<file path="src/rtl/pal_sync_generator.sv">
// PAL 625-line interlaced H/V timing generator with pixel enable and genlock resync.
// Every registered output is decoded from the next-state counters, so all outputs describe the same pixel.
module pal_sync_generator #(
    parameter int unsigned H_TOTAL        = 864,
    parameter int unsigned H_SYNC         = 64,
    parameter int unsigned H_ACTIVE_START = 132,
    parameter int unsigned H_ACTIVE       = 720,
    parameter int unsigned V_LINES        = 313,
    parameter int unsigned V_SYNC_LINES   = 3,
    parameter int unsigned V_ACTIVE_START = 23,
    parameter int unsigned V_ACTIVE       = 287,
    parameter int unsigned H_BITS         = 10,
    parameter int unsigned V_BITS         = 9
) (
    input  logic              clock,
    input  logic              reset,
    input  logic              enable,
    input  logic              resync,
    output logic              hSync,
    output logic              vSync,
    output logic              field,
    output logic [H_BITS-1:0] hCount,
    output logic [V_BITS-1:0] vCount,
    output logic              activeVideo,
    output logic              frameStart
);

    localparam logic [H_BITS-1:0] H_LAST      = H_BITS'(H_TOTAL - 1);
    localparam logic [H_BITS-1:0] H_SYNC_W    = H_BITS'(H_SYNC);
    localparam logic [H_BITS-1:0] H_HALF      = H_BITS'(H_TOTAL / 2);
    localparam logic [H_BITS:0]   H_ACT_FIRST = (H_BITS+1)'(H_ACTIVE_START);
    localparam logic [H_BITS:0]   H_ACT_END   = (H_BITS+1)'(H_ACTIVE_START + H_ACTIVE);
    localparam logic [V_BITS-1:0] V_LAST0     = V_BITS'(V_LINES - 1);
    localparam logic [V_BITS-1:0] V_LAST1     = V_BITS'(V_LINES - 2);
    localparam logic [V_BITS-1:0] V_SYNC_W    = V_BITS'(V_SYNC_LINES);
    localparam logic [V_BITS:0]   V_ACT_FIRST = (V_BITS+1)'(V_ACTIVE_START);
    localparam logic [V_BITS:0]   V_ACT_END   = (V_BITS+1)'(V_ACTIVE_START + V_ACTIVE);

    if (H_TOTAL > (1 << H_BITS)) begin : gBadHTotal
        $error("H_TOTAL does not fit in H_BITS");
    end
    if (H_SYNC >= H_TOTAL || H_ACTIVE_START + H_ACTIVE > H_TOTAL) begin : gBadHTiming
        $error("horizontal timing exceeds H_TOTAL");
    end
    if (V_LINES > (1 << V_BITS) || V_LINES < 2) begin : gBadVLines
        $error("V_LINES does not fit in V_BITS");
    end
    if (V_SYNC_LINES >= V_LINES - 1 || V_ACTIVE_START + V_ACTIVE > V_LINES - 1) begin : gBadVTiming
        $error("vertical timing exceeds the shorter field");
    end

    logic [H_BITS-1:0] r_hCount;
    logic [V_BITS-1:0] r_vCount;
    logic              r_field;
    logic              r_hSync;
    logic              r_vSync;
    logic              r_activeVideo;
    logic              r_frameStart;

    logic [H_BITS-1:0] w_hNext;
    logic [V_BITS-1:0] w_vNext;
    logic              w_fieldNext;
    logic              w_vSyncLowF0;
    logic              w_vSyncLowF1;
    logic              w_hSyncNext;
    logic              w_vSyncNext;
    logic              w_activeNext;
    logic              w_frameStartNext;

    always_comb begin
        w_hNext     = r_hCount;
        w_vNext     = r_vCount;
        w_fieldNext = r_field;
        if (resync) begin
            w_hNext     = '0;
            w_vNext     = '0;
            w_fieldNext = 1'b0;
        end else if (enable) begin
            if (r_hCount == H_LAST) begin
                w_hNext = '0;
                if (r_vCount == (r_field ? V_LAST1 : V_LAST0)) begin
                    w_vNext     = '0;
                    w_fieldNext = ~r_field;
                end else begin
                    w_vNext = r_vCount + 1'b1;
                end
            end else begin
                w_hNext = r_hCount + 1'b1;
            end
        end
    end

    // Field 1 shifts the broad vSync pulse by half a line to produce the interlace.
    always_comb begin
        w_hSyncNext      = (w_hNext >= H_SYNC_W);
        w_vSyncLowF0     = (w_vNext < V_SYNC_W);
        w_vSyncLowF1     = ((w_vNext == '0) && (w_hNext >= H_HALF))
                         || ((w_vNext != '0) && (w_vNext < V_SYNC_W))
                         || ((w_vNext == V_SYNC_W) && (w_hNext < H_HALF));
        w_vSyncNext      = ~(w_fieldNext ? w_vSyncLowF1 : w_vSyncLowF0);
        w_activeNext     = ({1'b0, w_hNext} >= H_ACT_FIRST) && ({1'b0, w_hNext} < H_ACT_END)
                         && ({1'b0, w_vNext} >= V_ACT_FIRST) && ({1'b0, w_vNext} < V_ACT_END);
        w_frameStartNext = (w_hNext == '0) && (w_vNext == '0) && !w_fieldNext;
    end

    always_ff @(posedge clock or posedge reset) begin
        if (reset) begin
            r_hCount      <= '0;
            r_vCount      <= '0;
            r_field       <= 1'b0;
            r_hSync       <= 1'b0;
            r_vSync       <= 1'b0;
            r_activeVideo <= 1'b0;
            r_frameStart  <= 1'b1;
        end else begin
            r_hCount      <= w_hNext;
            r_vCount      <= w_vNext;
            r_field       <= w_fieldNext;
            r_hSync       <= w_hSyncNext;
            r_vSync       <= w_vSyncNext;
            r_activeVideo <= w_activeNext;
            r_frameStart  <= w_frameStartNext;
        end
    end

    assign hCount      = r_hCount;
    assign vCount      = r_vCount;
    assign field       = r_field;
    assign hSync       = r_hSync;
    assign vSync       = r_vSync;
    assign activeVideo = r_activeVideo;
    assign frameStart  = r_frameStart;

endmodule

</file>
<file path="config.mk">
export PLATFORM = sky130hd
export DESIGN_NAME = pal_sync_generator
export DESIGN_NICKNAME = d
export VERILOG_FILES = /design/src/rtl/pal_sync_generator.sv
export SDC_FILE = /design/constraint.sdc
export NUM_CORES = 1
export LEC_CHECK = 0
export BUFFER_PORTS_ARGS = -buffer_cell sky130_fd_sc_hd__buf_2
export CAP_MARGIN = 10
export CORE_MARGIN = 3
export CORE_UTILIZATION = 50
export CTS_BUF_LIST = sky130_fd_sc_hd__clkbuf_8
export DETAILED_ROUTE_END_ITERATION = 7
export PLACE_DENSITY = 0.73
export SLEW_MARGIN = 20
export SYNTH_ARGS = -nofsm -noshare
export SYNTH_HDL_FRONTEND = slang
export SYNTH_SLANG_ARGS = --single-unit
</file>
<file path="constraint.sdc">
create_clock -name clock -period 3.15 [get_ports clock]
set_input_delay 0.4725 -clock clock [delete_from_list [all_inputs] [get_ports clock]]
set_output_delay 0.4725 -clock clock [all_outputs]
set_load 0.01 [all_outputs]
</file>
==> results.sh, run 1 <==
export IMPL_outcome="finished, final reports clean"
export IMPL_setup_violations=0
export IMPL_grt_pass1_vias=1303
export IMPL_power_ir_vdd_worst_mv=0.219
export IMPL_number_of_flops_mapped_to_enable_cells_by_yosys=0
export IMPL_drive_gt1_frac=0.234
export IMPL_cts_tree="built"
export IMPL_synthesized_cell_area_um2=1570
export IMPL_synthAdderAreaFrac=0.0160
export IMPL_antennaDiodeCount=0
export IMPL_synth_async_reset_ratio=1.00
export IMPL_final_total_pwr_uw=563
export IMPL_via_count=1387
export IMPL_dpl_hpwl_mm=2.73
export IMPL_synthToLayoutAreaGrowth_pct=13.1
export IMPL_clock_skew_final_ns=0.00245
export IMPL_placementRows=19
export IMPL_r2r_start="hCount[0]"
export IMPL_initial_core_util=0.544
export IMPL_boundaryPins=28
export IMPL_htree_num_levels=1
export IMPL_synth_seq_area_share=0.384
export IMPL_post_syn_instances=168
export IMPL_total_gr_overflow=0
export IMPL_worst_path_max_delay_cell="sky130_fd_sc_hd__o41a_1"
export IMPL_synth_top_flop_cell="sky130_fd_sc_hd__dfrtp_1"
export IMPL_largest_family_of_logic_cells_by_synthesized_area="simple AND/OR/NAND/NOR gates"
export IMPL_detailedRoute_firstPassIterationCount=4
export IMPL_timing_setup_critical_path_class="flop to flop"
export IMPL_path_clk_slew_ns=0.08
export IMPL_grt_util_all_layers=0.214
export IMPL_synth_warnings=0
export IMPL_cts_hold_buf=0
export IMPL_post_cts_repair_setup_buffers=0
export IMPL_holdCritPathClass="primary input to async pin"
export IMPL_crit_path_cell_trace="ha_1 > and3_2 > nand3_1 > o41a_1 > o21ai_1 > nor3b_2 > nor4b_4 > and4bb_1"
export IMPL_grt_pass1_wl_mm=6.06
export IMPL_worst_pin_slew_ns=0.923
export IMPL_postSynthNetCount=174
export IMPL_highest_achievable_clock_rate_ghz=0.360
export IMPL_critPathRequiredTime_ns=3.35
export IMPL_cts_buffers_inserted=3
export IMPL_drt_wirelength_per_cell_um=15.8
export IMPL_reg2regPathDepth=8
export IMPL_crit_start="hCount[0]"
export IMPL_die_height_um=62.0
export IMPL_fin_crit_ns=2.78
export IMPL_worstSetupEndpoint="frameStart"
export IMPL_detail_route_drc_violations=0
export IMPL_fin_crit_sh=0.883
export IMPL_path_depth=8
export IMPL_post_drt_via_cell_ratio=5.93
export IMPL_cts_sinks=24
export IMPL_power_density_nw_per_um2=318
export IMPL_die_area_um2=3840
export IMPL_synth_top_cell_by_area="sky130_fd_sc_hd__dfrtp_1"
export IMPL_cap_viol_max_count=0
export IMPL_slew_viol_final=0
export IMPL_placeableCoreArea_um2=2880
export IMPL_rsz0062_at_grt="no"
export IMPL_synth_seq_cells=24
export IMPL_synth_compound_gate_area_share=0.160
export IMPL_max_slew_margin_rel=0.384
export IMPL_design_final_nets=199
export IMPL_chipWidth_um=62.0
export IMPL_synthMuxAreaShare=0.0200
export IMPL_grt_max_degree=25
export IMPL_worst_r2r_setup_slack_ns=0.37
export IMPL_final_hold_violation_count=0
export IMPL_reg2reg_to="frameStart"
export IMPL_port_buffers=27
export IMPL_syn_avg_cell_area_um2=9.32
export IMPL_critical_path_buf_inv_count=0
export IMPL_yosys_area_top_type_share=0.368
export IMPL_worst_ep_arrival_time_ns=2.99
export IMPL_cts_root_buffer_cell="sky130_fd_sc_hd__clkbuf_8"
export IMPL_startpoint_type="flop"
export IMPL_grt_antenna_before_repair=0
export IMPL_slowest_delay_ns=0.52
export IMPL_dr_first_iter_drc_count=101
export IMPL_cp_max_fo=12
export IMPL_post_synth_main_area_contributors="sky130_fd_sc_hd__dfrtp_1 37%, sky130_fd_sc_hd__nor2_1 4.1%, sky130_fd_sc_hd__xor2_1 3.9%"
export IMPL_cts_path_max_buffers=2
export IMPL_fin_setup_tns_ns=0
export IMPL_post_synth_top_count_cell="sky130_fd_sc_hd__dfrtp_1"
export IMPL_synth_simple_area_share=0.300
export IMPL_routability_congestion=0.961
export IMPL_ys_top_cells_by_count="23 x sky130_fd_sc_hd__dfrtp_1, 17 x sky130_fd_sc_hd__nor2_1, 11 x sky130_fd_sc_hd__inv_1, 11 x sky130_fd_sc_hd__nand2_1, 9 x sky130_fd_sc_hd__nand4_1"
export IMPL_worstSkewPairLatency_ns=0.26
export IMPL_synth_distinct_cells=52
export IMPL_worstSetupEndpointType="flop"
export IMPL_power_leakage_nw=0.869
export IMPL_synth_xor_xnor_area_share=0.0671
export IMPL_post_cts_resize_count=0
export IMPL_cpLargestDelayFamily="simple AND/OR/NAND/NOR gates"
export IMPL_wl_mm=3.70
export IMPL_drt_antenna_violating_nets=0
## routing by layer
metal / track usage / routed length, um
met5: 0 / 0
met4: 0.0606 / 14
met3: 0.0310 / 188
met2: 0.339 / 1760
met1: 0.305 / 1740
## report_power, final
group          internal, mW  switching, mW
sequential            0.313        0.00505
combinational        0.0124         0.0240
clock                 0.111         0.0968
total                 0.437          0.126
## placed cells by master, fill, tap and decap left out, types with 3 or more instances in the layout
cell                       instances
sky130_fd_sc_hd__nand2_1          11
sky130_fd_sc_hd__nor2b_1           3
sky130_fd_sc_hd__inv_1            11
sky130_fd_sc_hd__nor4_1            4
sky130_fd_sc_hd__o21ai_0           5
sky130_fd_sc_hd__xor2_1            7
sky130_fd_sc_hd__nand3_1           8
sky130_fd_sc_hd__nand4_1           9
sky130_fd_sc_hd__o31ai_1           3
sky130_fd_sc_hd__xnor2_1           5
sky130_fd_sc_hd__a31oi_1           4
sky130_fd_sc_hd__dfrtp_1          23
sky130_fd_sc_hd__clkbuf_8          4
sky130_fd_sc_hd__buf_2            27
sky130_fd_sc_hd__nor2_1           17
sky130_fd_sc_hd__nor3_1            5
## worst reg2reg max path, cell delays in order, from the launching register on
cell                       delay, ns
sky130_fd_sc_hd__dfrtp_1        0.47
sky130_fd_sc_hd__ha_1           0.24
sky130_fd_sc_hd__and3_2         0.24
sky130_fd_sc_hd__nand3_1        0.36
sky130_fd_sc_hd__o41a_1         0.53
sky130_fd_sc_hd__o21ai_1        0.20
sky130_fd_sc_hd__nor3b_2        0.23
sky130_fd_sc_hd__nor4b_4        0.22
sky130_fd_sc_hd__and4bb_1       0.24
## how the worst min path moves through the flow
stage                         start          end  slack, ns  cells past startpoint
after detailed placement  hCount[1]    hCount[1]       0.63                      2
after floorplan               reset  activeVideo       0.49                      1
final                         reset    vCount[1]       0.40                      2
after global placement    hCount[1]    hCount[1]       0.59                      2
after global routing          reset    vCount[1]       0.48                      2
after CTS                     reset    vCount[1]       0.43                      2
## per-stage QoR
step	hold WS, ns	worst slack, ns	utilization	std cells	area [um^2]
final	0.396	0.369	0.615	234	1770
after global routing	0.482	0.176	0.615	234	1770
after CTS	0.433	0.380	0.615	234	1770
after detailed placement	0.633	0.433	0.596	230	1720
after global placement	0.591	0.537	0.596	230	1720
after floorplan	0.486	0.835	-	168	1570
## registers in the layout, indices dropped and copies added (netlist names)
name,count
field,1
hSync,1
vSync,1
frameStart,1
hCount,10
vCount,9
activeVideo,1
## kinds of logic after synthesis
family,count (synthesis)
DFF,24
buffers and inverters,19
xor gates and xnor gates,12
adders and majority gates,2
AOI/OAI and AO/OA,31
muxes,3
and+or+nand+nor,77
## cell type report
cell class,instances,area [um^2]
fillers,239,1110
multi-input cells,125,881
flip-flops and latches,24,602
repair buffers,27,135
clock buffers,4,55.1
well taps,42,52.6
inverters,12,45.0
Note: power is estimated with default switching activity, not from simulation.
==> inputs of run 2 (changes only) <==
==> constraint.sdc (replaced) <==
create_clock -name clock -period 3.15 [get_ports clock]
set_input_delay 0.1575 -clock clock [delete_from_list [all_inputs] [get_ports clock]]
set_output_delay 0.1575 -clock clock [all_outputs]
set_load 0.01 [all_outputs]
==> run 2 against run 1 <==
Compared with the run above:
- hold slack got worse by 0.32 ns
- first-iteration DRC count decreased by 5.0%
- total power up 0.75%
- largest cell class unchanged
- highest routed layer unchanged
==> results.sh, run 2 (synthesis results as in run 1) <==
export IMPL_worstSkewPairLatency_ns=0.27
export IMPL_design_final_nets=199
export IMPL_cp_max_fo=12
export IMPL_die_height_um=62.0
export IMPL_r2r_start="hCount[0]"
export IMPL_holdCritPathClass="primary input to async pin"
export IMPL_grt_antenna_before_repair=0
export IMPL_drive_gt1_frac=0.234
export IMPL_timing_setup_critical_path_class="flop to flop"
export IMPL_drt_wirelength_per_cell_um=16.8
export IMPL_largest_reg_flops=10
export IMPL_detail_route_drc_violations=0
export IMPL_final_critical_path_setup_slack_ns=0.333
export IMPL_post_drt_via_cell_ratio=6.07
export IMPL_grt_max_degree=25
export IMPL_layout_cells_most_common_list="27 x sky130_fd_sc_hd__buf_2, 23 x sky130_fd_sc_hd__dfrtp_1, 17 x sky130_fd_sc_hd__nor2_1"
export IMPL_synthToLayoutAreaGrowth_pct=13.1
export IMPL_startpoint_type="flop"
export IMPL_initial_core_util=0.544
export IMPL_worst_ep_arrival_time_ns=3.03
export IMPL_wl_mm=3.92
export IMPL_highest_signal_layer="met4"
export IMPL_grt_pass1_vias=1380
export IMPL_reg2regPathDepth=8
export IMPL_drt_antenna_violating_nets=0
export IMPL_outcome="finished, final reports clean"
export IMPL_post_cts_repair_setup_buffers=0
export IMPL_placementRows=19
export IMPL_met2_wirelength_mm=1.91
export IMPL_clock_skew_final_ns=0.00283
export IMPL_total_gr_overflow=0
export IMPL_routability_congestion=0.951
export IMPL_setup_violations=0
export IMPL_slew_viol_final=0
export IMPL_die_area_um2=3840
export IMPL_antennaDiodeCount=0
export IMPL_worst_pin_slew_ns=0.928
export IMPL_chipWidth_um=62.0
export IMPL_path_clk_slew_ns=0.09
export IMPL_power_density_nw_per_um2=320
export IMPL_fin_setup_tns_ns=0
export IMPL_route_met3_wl_um=230
export IMPL_cts_hold_buf=0
export IMPL_critPathRequiredTime_ns=3.36
export IMPL_rsz0062_at_grt="no"
export IMPL_via_count=1420
export IMPL_port_buffers=27
export IMPL_dr_first_iter_drc_count=96
export IMPL_dpl_hpwl_mm=2.97
export IMPL_detailedPlace_worstSlack_ns=0.371
export IMPL_cts_sinks=24
export IMPL_power_ir_vdd_worst_mv=0.273
export IMPL_cts_root_buffer_cell="sky130_fd_sc_hd__clkbuf_8"
export IMPL_cts_path_max_buffers=2
export IMPL_htree_num_levels=1
export IMPL_placedCellCount=230
export IMPL_highest_achievable_clock_rate_ghz=0.355
export IMPL_grt_util_all_layers=0.228
export IMPL_reg2reg_to="frameStart"
export IMPL_worst_r2r_setup_slack_ns=0.33
export IMPL_m1WireLength_mm=1.73
export IMPL_fin_crit_ns=2.82
export IMPL_fin_cells=234
export IMPL_power_leakage_nw=0.869
export IMPL_grt_pass1_wl_mm=6.49
export IMPL_placeableCoreArea_um2=2880
export IMPL_fin_crit_sh=0.894
export IMPL_max_slew_margin_rel=0.381
export IMPL_final_hold_violation_count=0
export IMPL_boundaryPins=28
export IMPL_worstSetupEndpointType="flop"
export IMPL_cts_tree="built"
export IMPL_post_cts_resize_count=0
export IMPL_commonest_non_fill_non_tap_cell_in_the_layout="sky130_fd_sc_hd__buf_2"
export IMPL_detailedRoute_firstPassIterationCount=4
export IMPL_cap_viol_max_count=0
export IMPL_cts_buffers_inserted=3
[run 2: cell counts in the layout (fill, tap and decap cells not counted)]
Identical to the previous run, type by type.
[run 2: worst max path at each step]
stage	startpoint	end	slack [ns]	cells after the start
floorplan	hCount[5]	frameStart	0.84	8
global placement	hCount[0]	frameStart	0.55	8
detailed placement	hCount[0]	frameStart	0.37	8
CTS	hCount[0]	frameStart	0.34	8
global route	hCount[0]	frameStart	0.11	8
finish	hCount[0]	frameStart	0.33	8
[run 2: routing by layer]
layer / up-vias / GRT usage
met5: - / 0
met4: 0 / 0.0727
met3: 8 / 0.0434
met2: 51 / 0.359
met1: 694 / 0.316
li1: 667 / -
[run 2: metrics by stage]
step	cell area, um^2	hold slack, ns	power, mW	util
finish	1770	0.0793	0.567	0.615
global route	1770	0.179	0.588	0.615
CTS	1770	0.113	0.573	0.615
detailed placement	1720	0.404	0.361	0.596
global placement	1720	0.385	0.358	0.596
floorplan	1570	0.171	0.349	-
[run 2: critical path, stage by stage (launching register included)]
cell	delay, ns
sky130_fd_sc_hd__dfrtp_1	0.47
sky130_fd_sc_hd__ha_1	0.25
sky130_fd_sc_hd__and3_2	0.25
sky130_fd_sc_hd__nand3_1	0.34
sky130_fd_sc_hd__o41a_1	0.52
sky130_fd_sc_hd__o21ai_1	0.22
sky130_fd_sc_hd__nor3b_2	0.24
sky130_fd_sc_hd__nor4b_4	0.25
sky130_fd_sc_hd__and4bb_1	0.23
[run 2: power by group]
| part | switching [mW] | internal (mW) | leakage, nW |
|---|---|---|---|
| logic | 0.0241 | 0.0123 | 0.510 |
| registers | 0.00506 | 0.313 | 0.331 |
| clock network | 0.101 | 0.112 | 0.0288 |
| total | 0.130 | 0.437 | 0.869 |
[run 2: area by class of cell]
type                    instances  area, um^2
repair buffers                 27         135
well taps                      42        52.6
multi-input cells             125         881
clock buffers                   4        55.1
inverters                      12        45.0
fillers                       262        1110
flip-flops and latches         24         602
==> inputs of run 3 (changes only) <==
--- a/config.mk
+++ b/config.mk
@@ -5,13 +5,14 @@
 export SDC_FILE = /design/constraint.sdc
 export NUM_CORES = 1
 export LEC_CHECK = 0
+export ABC_AREA = 1
 export BUFFER_PORTS_ARGS = -buffer_cell sky130_fd_sc_hd__buf_2
 export CAP_MARGIN = 10
 export CORE_MARGIN = 3
 export CORE_UTILIZATION = 50
 export CTS_BUF_LIST = sky130_fd_sc_hd__clkbuf_8
 export DETAILED_ROUTE_END_ITERATION = 7
-export PLACE_DENSITY = 0.73
+export PLACE_DENSITY = 0.72
 export SLEW_MARGIN = 20
 export SYNTH_ARGS = -nofsm -noshare
 export SYNTH_HDL_FRONTEND = slang
==> run 3 against run 2 <==
Compared with the run above:
- critical path depth grew 6
- utilization grew 0.12 points
- sequential share of layout area decreased by 3.0 points
- combinational power rose by 65%
- sequential power up 2%
- design area is 9.8% higher
- final cell count is 39% higher
- critical path type unchanged
- maximum frequency rose by 34%
- flip-flop and latch count is the same
- clock skew up 0.0032 ns
- setup slack improved by 0.71 ns
- die area up 8.3%
- critical endpoint is now vSync
==> results.sh, run 3 <==
export IMPL_net_switching_power_uw=152
export IMPL_chipWidth_um=64.5
export IMPL_total_gr_overflow=0
export IMPL_fin_setup_tns_ns=0
export IMPL_clock_skew_final_ns=0.00606
export IMPL_cts_root_buffer_cell="sky130_fd_sc_hd__clkbuf_8"
export IMPL_initial_core_util=0.542
export IMPL_cts_buffers_inserted=3
export IMPL_layout_cells_most_common_list="65 x sky130_fd_sc_hd__nand2_1, 43 x sky130_fd_sc_hd__nor2_1, 37 x sky130_fd_sc_hd__inv_1"
export IMPL_post_synth_top_count_cell="sky130_fd_sc_hd__nand2_1"
export IMPL_boundaryPins=28
export IMPL_postSynthNetCount=259
export IMPL_post_synth_main_area_contributors="sky130_fd_sc_hd__dfrtp_1 34%, sky130_fd_sc_hd__nand2_1 14%, sky130_fd_sc_hd__nor2_1 9.4%"
export IMPL_grt_pass1_vias=1553
export IMPL_grt_pass1_wl_mm=7.20
export IMPL_worstSkewPairLatency_ns=0.27
export IMPL_critPathRequiredTime_ns=3.31
export IMPL_largest_reg_flops=10
export IMPL_cellInternalPower_uw=448
export IMPL_design_final_nets=289
export IMPL_power_ir_vdd_worst_mv=0.212
export IMPL_grt_use_met1=0.331
export IMPL_synthesized_cell_area_um2=1710
export IMPL_setup_violations=0
export IMPL_fin_crit_sh=0.669
export IMPL_r2r_start="hCount[1]"
export IMPL_placeableCoreArea_um2=3150
export IMPL_placedCellCount=322
export IMPL_post_drt_via_cell_ratio=5.05
export IMPL_worstSetupEndpointType="flop"
export IMPL_cts_tree="built"
export IMPL_clock_power_share=0.361
export IMPL_commonest_non_fill_non_tap_cell_in_the_layout="sky130_fd_sc_hd__nand2_1"
export IMPL_cts_sinks=24
export IMPL_highest_achievable_clock_rate_ghz=0.475
export IMPL_max_slew_margin_rel=0.385
export IMPL_via_count=1646
export IMPL_cp_max_fo=8
export IMPL_wl_mm=4.22
export IMPL_port_buffers=27
export IMPL_drt_wirelength_per_cell_um=12.9
export IMPL_synth_warnings=0
export IMPL_synth_seq_cells=24
export IMPL_post_syn_instances=253
export IMPL_final_hold_violation_count=0
export IMPL_synth_top_cell_by_area="sky130_fd_sc_hd__dfrtp_1"
export IMPL_dpl_hpwl_mm=3.26
export IMPL_routability_congestion=0.899
export IMPL_worst_r2r_setup_slack_ns=1.04
export IMPL_finalCoreUtilization=0.617
export IMPL_holdCritPathClass="primary input to async pin"
export IMPL_power_sequential_fraction=0.539
export IMPL_detailedRoute_firstPassIterationCount=4
export IMPL_startpoint_type="flop"
export IMPL_cts_hold_buf=0
export IMPL_post_cts_resize_count=0
export IMPL_synthToLayoutAreaGrowth_pct=13.8
export IMPL_reg2regPathDepth=14
export IMPL_ys_top_cells_by_count="65 x sky130_fd_sc_hd__nand2_1, 43 x sky130_fd_sc_hd__nor2_1, 37 x sky130_fd_sc_hd__inv_1, 23 x sky130_fd_sc_hd__dfrtp_1, 23 x sky130_fd_sc_hd__nand3_1"
export IMPL_power_density_nw_per_um2=308
export IMPL_synth_top_flop_cell="sky130_fd_sc_hd__dfrtp_1"
export IMPL_number_of_flops_mapped_to_enable_cells_by_yosys=0
export IMPL_rsz0062_at_grt="no"
export IMPL_die_area_um2=4160
export IMPL_worst_pin_slew_ns=0.922
export IMPL_placementRows=20
export IMPL_power_leakage_nw=1.12
export IMPL_cts_path_max_buffers=2
export IMPL_syn_avg_cell_area_um2=6.76
export IMPL_worst_ep_arrival_time_ns=2.27
export IMPL_global_route_usage_met2=0.332
export IMPL_synth_async_reset_ratio=1.00
export IMPL_grt_util_all_layers=0.220
export IMPL_drt_antenna_violating_nets=0
export IMPL_reg2reg_to="vSync"
export IMPL_htree_num_levels=1
export IMPL_crit_start="hCount[1]"
export IMPL_slew_viol_final=0
export IMPL_detail_route_drc_violations=0
export IMPL_yosys_area_top_type_share=0.337
export IMPL_grt_most_used_layer="met2"
export IMPL_synth_distinct_cells=30
export IMPL_outcome="finished, final reports clean"
export IMPL_power_switching_fraction=0.253
export IMPL_path_clk_slew_ns=0.09
export IMPL_drive_gt1_frac=0.188
export IMPL_post_cts_repair_setup_buffers=0
export IMPL_antennaDiodeCount=0
export IMPL_die_height_um=64.5
export IMPL_synth_seq_area_share=0.352
export IMPL_timing_setup_critical_path_class="flop to flop"
export IMPL_grt_max_degree=25
export IMPL_dr_first_iter_drc_count=90
export IMPL_fin_cells=326
export IMPL_grt_antenna_before_repair=0
export IMPL_fin_crit_ns=2.11
export IMPL_met3_usage=0.0277
export IMPL_worstSetupEndpoint="vSync"
export IMPL_cap_viol_max_count=0
export IMPL_comb_power_share=0.100
-- run 3: final cells by class --
cell class / instances / area (um^2)
clock buffers: 4 / 55.1
fillers: 302 / 1210
well taps: 44 / 55.1
inverters: 41 / 156
repair buffers: 27 / 135
flip-flops and latches: 24 / 602
multi-input cells: 186 / 941
-- run 3: power groups by stage --
stage / logic, mW / registers (mW) / clock network (mW)
after floorplan: 0.0366 / 0.331 / 0
after global placement: 0.0602 / 0.328 / 0
after detailed placement: 0.0604 / 0.329 / 0
after CTS: 0.0606 / 0.323 / 0.219
after global routing: 0.0672 / 0.324 / 0.232
final: 0.0600 / 0.323 / 0.216
-- run 3: metal layers --
layer | part of all wire | wire [um]
met1 | 0.48 | 2010
met2 | 0.45 | 1910
met3 | 0.064 | 272
met4 | 0.0064 | 27
met5 | 0 | 0
-- run 3: worst max-delay path: stages, from the launching register on --
cell and delay (ns):
sky130_fd_sc_hd__dfrtp_1 0.40, sky130_fd_sc_hd__ha_1 0.27, sky130_fd_sc_hd__inv_2 0.05, sky130_fd_sc_hd__nor2_2 0.08, sky130_fd_sc_hd__nand2_2 0.10, sky130_fd_sc_hd__nor2_8 0.16, sky130_fd_sc_hd__nand2_8 0.10, sky130_fd_sc_hd__nor2_4 0.12
sky130_fd_sc_hd__nor2_1 0.07, sky130_fd_sc_hd__nand2_2 0.10, sky130_fd_sc_hd__nand2_1 0.09, sky130_fd_sc_hd__nor2_1 0.15, sky130_fd_sc_hd__nand3_1 0.13, sky130_fd_sc_hd__nor2_1 0.11, sky130_fd_sc_hd__a21oi_1 0.05
-- run 3: cell families (layout without fill, tap and decap cells) --
group	Yosys count	in the layout	synth area share
simple gates	162	162	0.458
buf+inv	43	72	0.0974
flops	24	24	0.352
compound gates	18	18	0.0571
xor+xnor	4	4	0.0205
fa+ha+maj	2	2	0.0146
-- run 3: how the worst min path moves through the flow --
stage | start | depth (start not counted) | to | slack (ns)
after detailed placement | resync | 2 | hCount[2] | 0.40
after floorplan | reset | 1 | activeVideo | 0.17
after global routing | resync | 2 | hCount[2] | 0.12
after global placement | reset | 2 | activeVideo | 0.40
after CTS | reset | 2 | hCount[9] | 0.11
final | reset | 2 | hCount[9] | 0.08
-- run 3: per-stage QoR --
stage | setup WS (ns) | hold WS [ns] | total power [mW] | cell area [um^2]
2_1_floorplan | 1.23 | 0.171 | 0.368 | 1710
3_3_place_gp | 1.07 | 0.401 | 0.389 | 1890
3_5_place_dp | 1.06 | 0.398 | 0.389 | 1890
4_1_cts | 1.03 | 0.109 | 0.603 | 1940
5_1_grt | 0.808 | 0.124 | 0.623 | 1940
6_report | 1.04 | 0.0767 | 0.599 | 1940
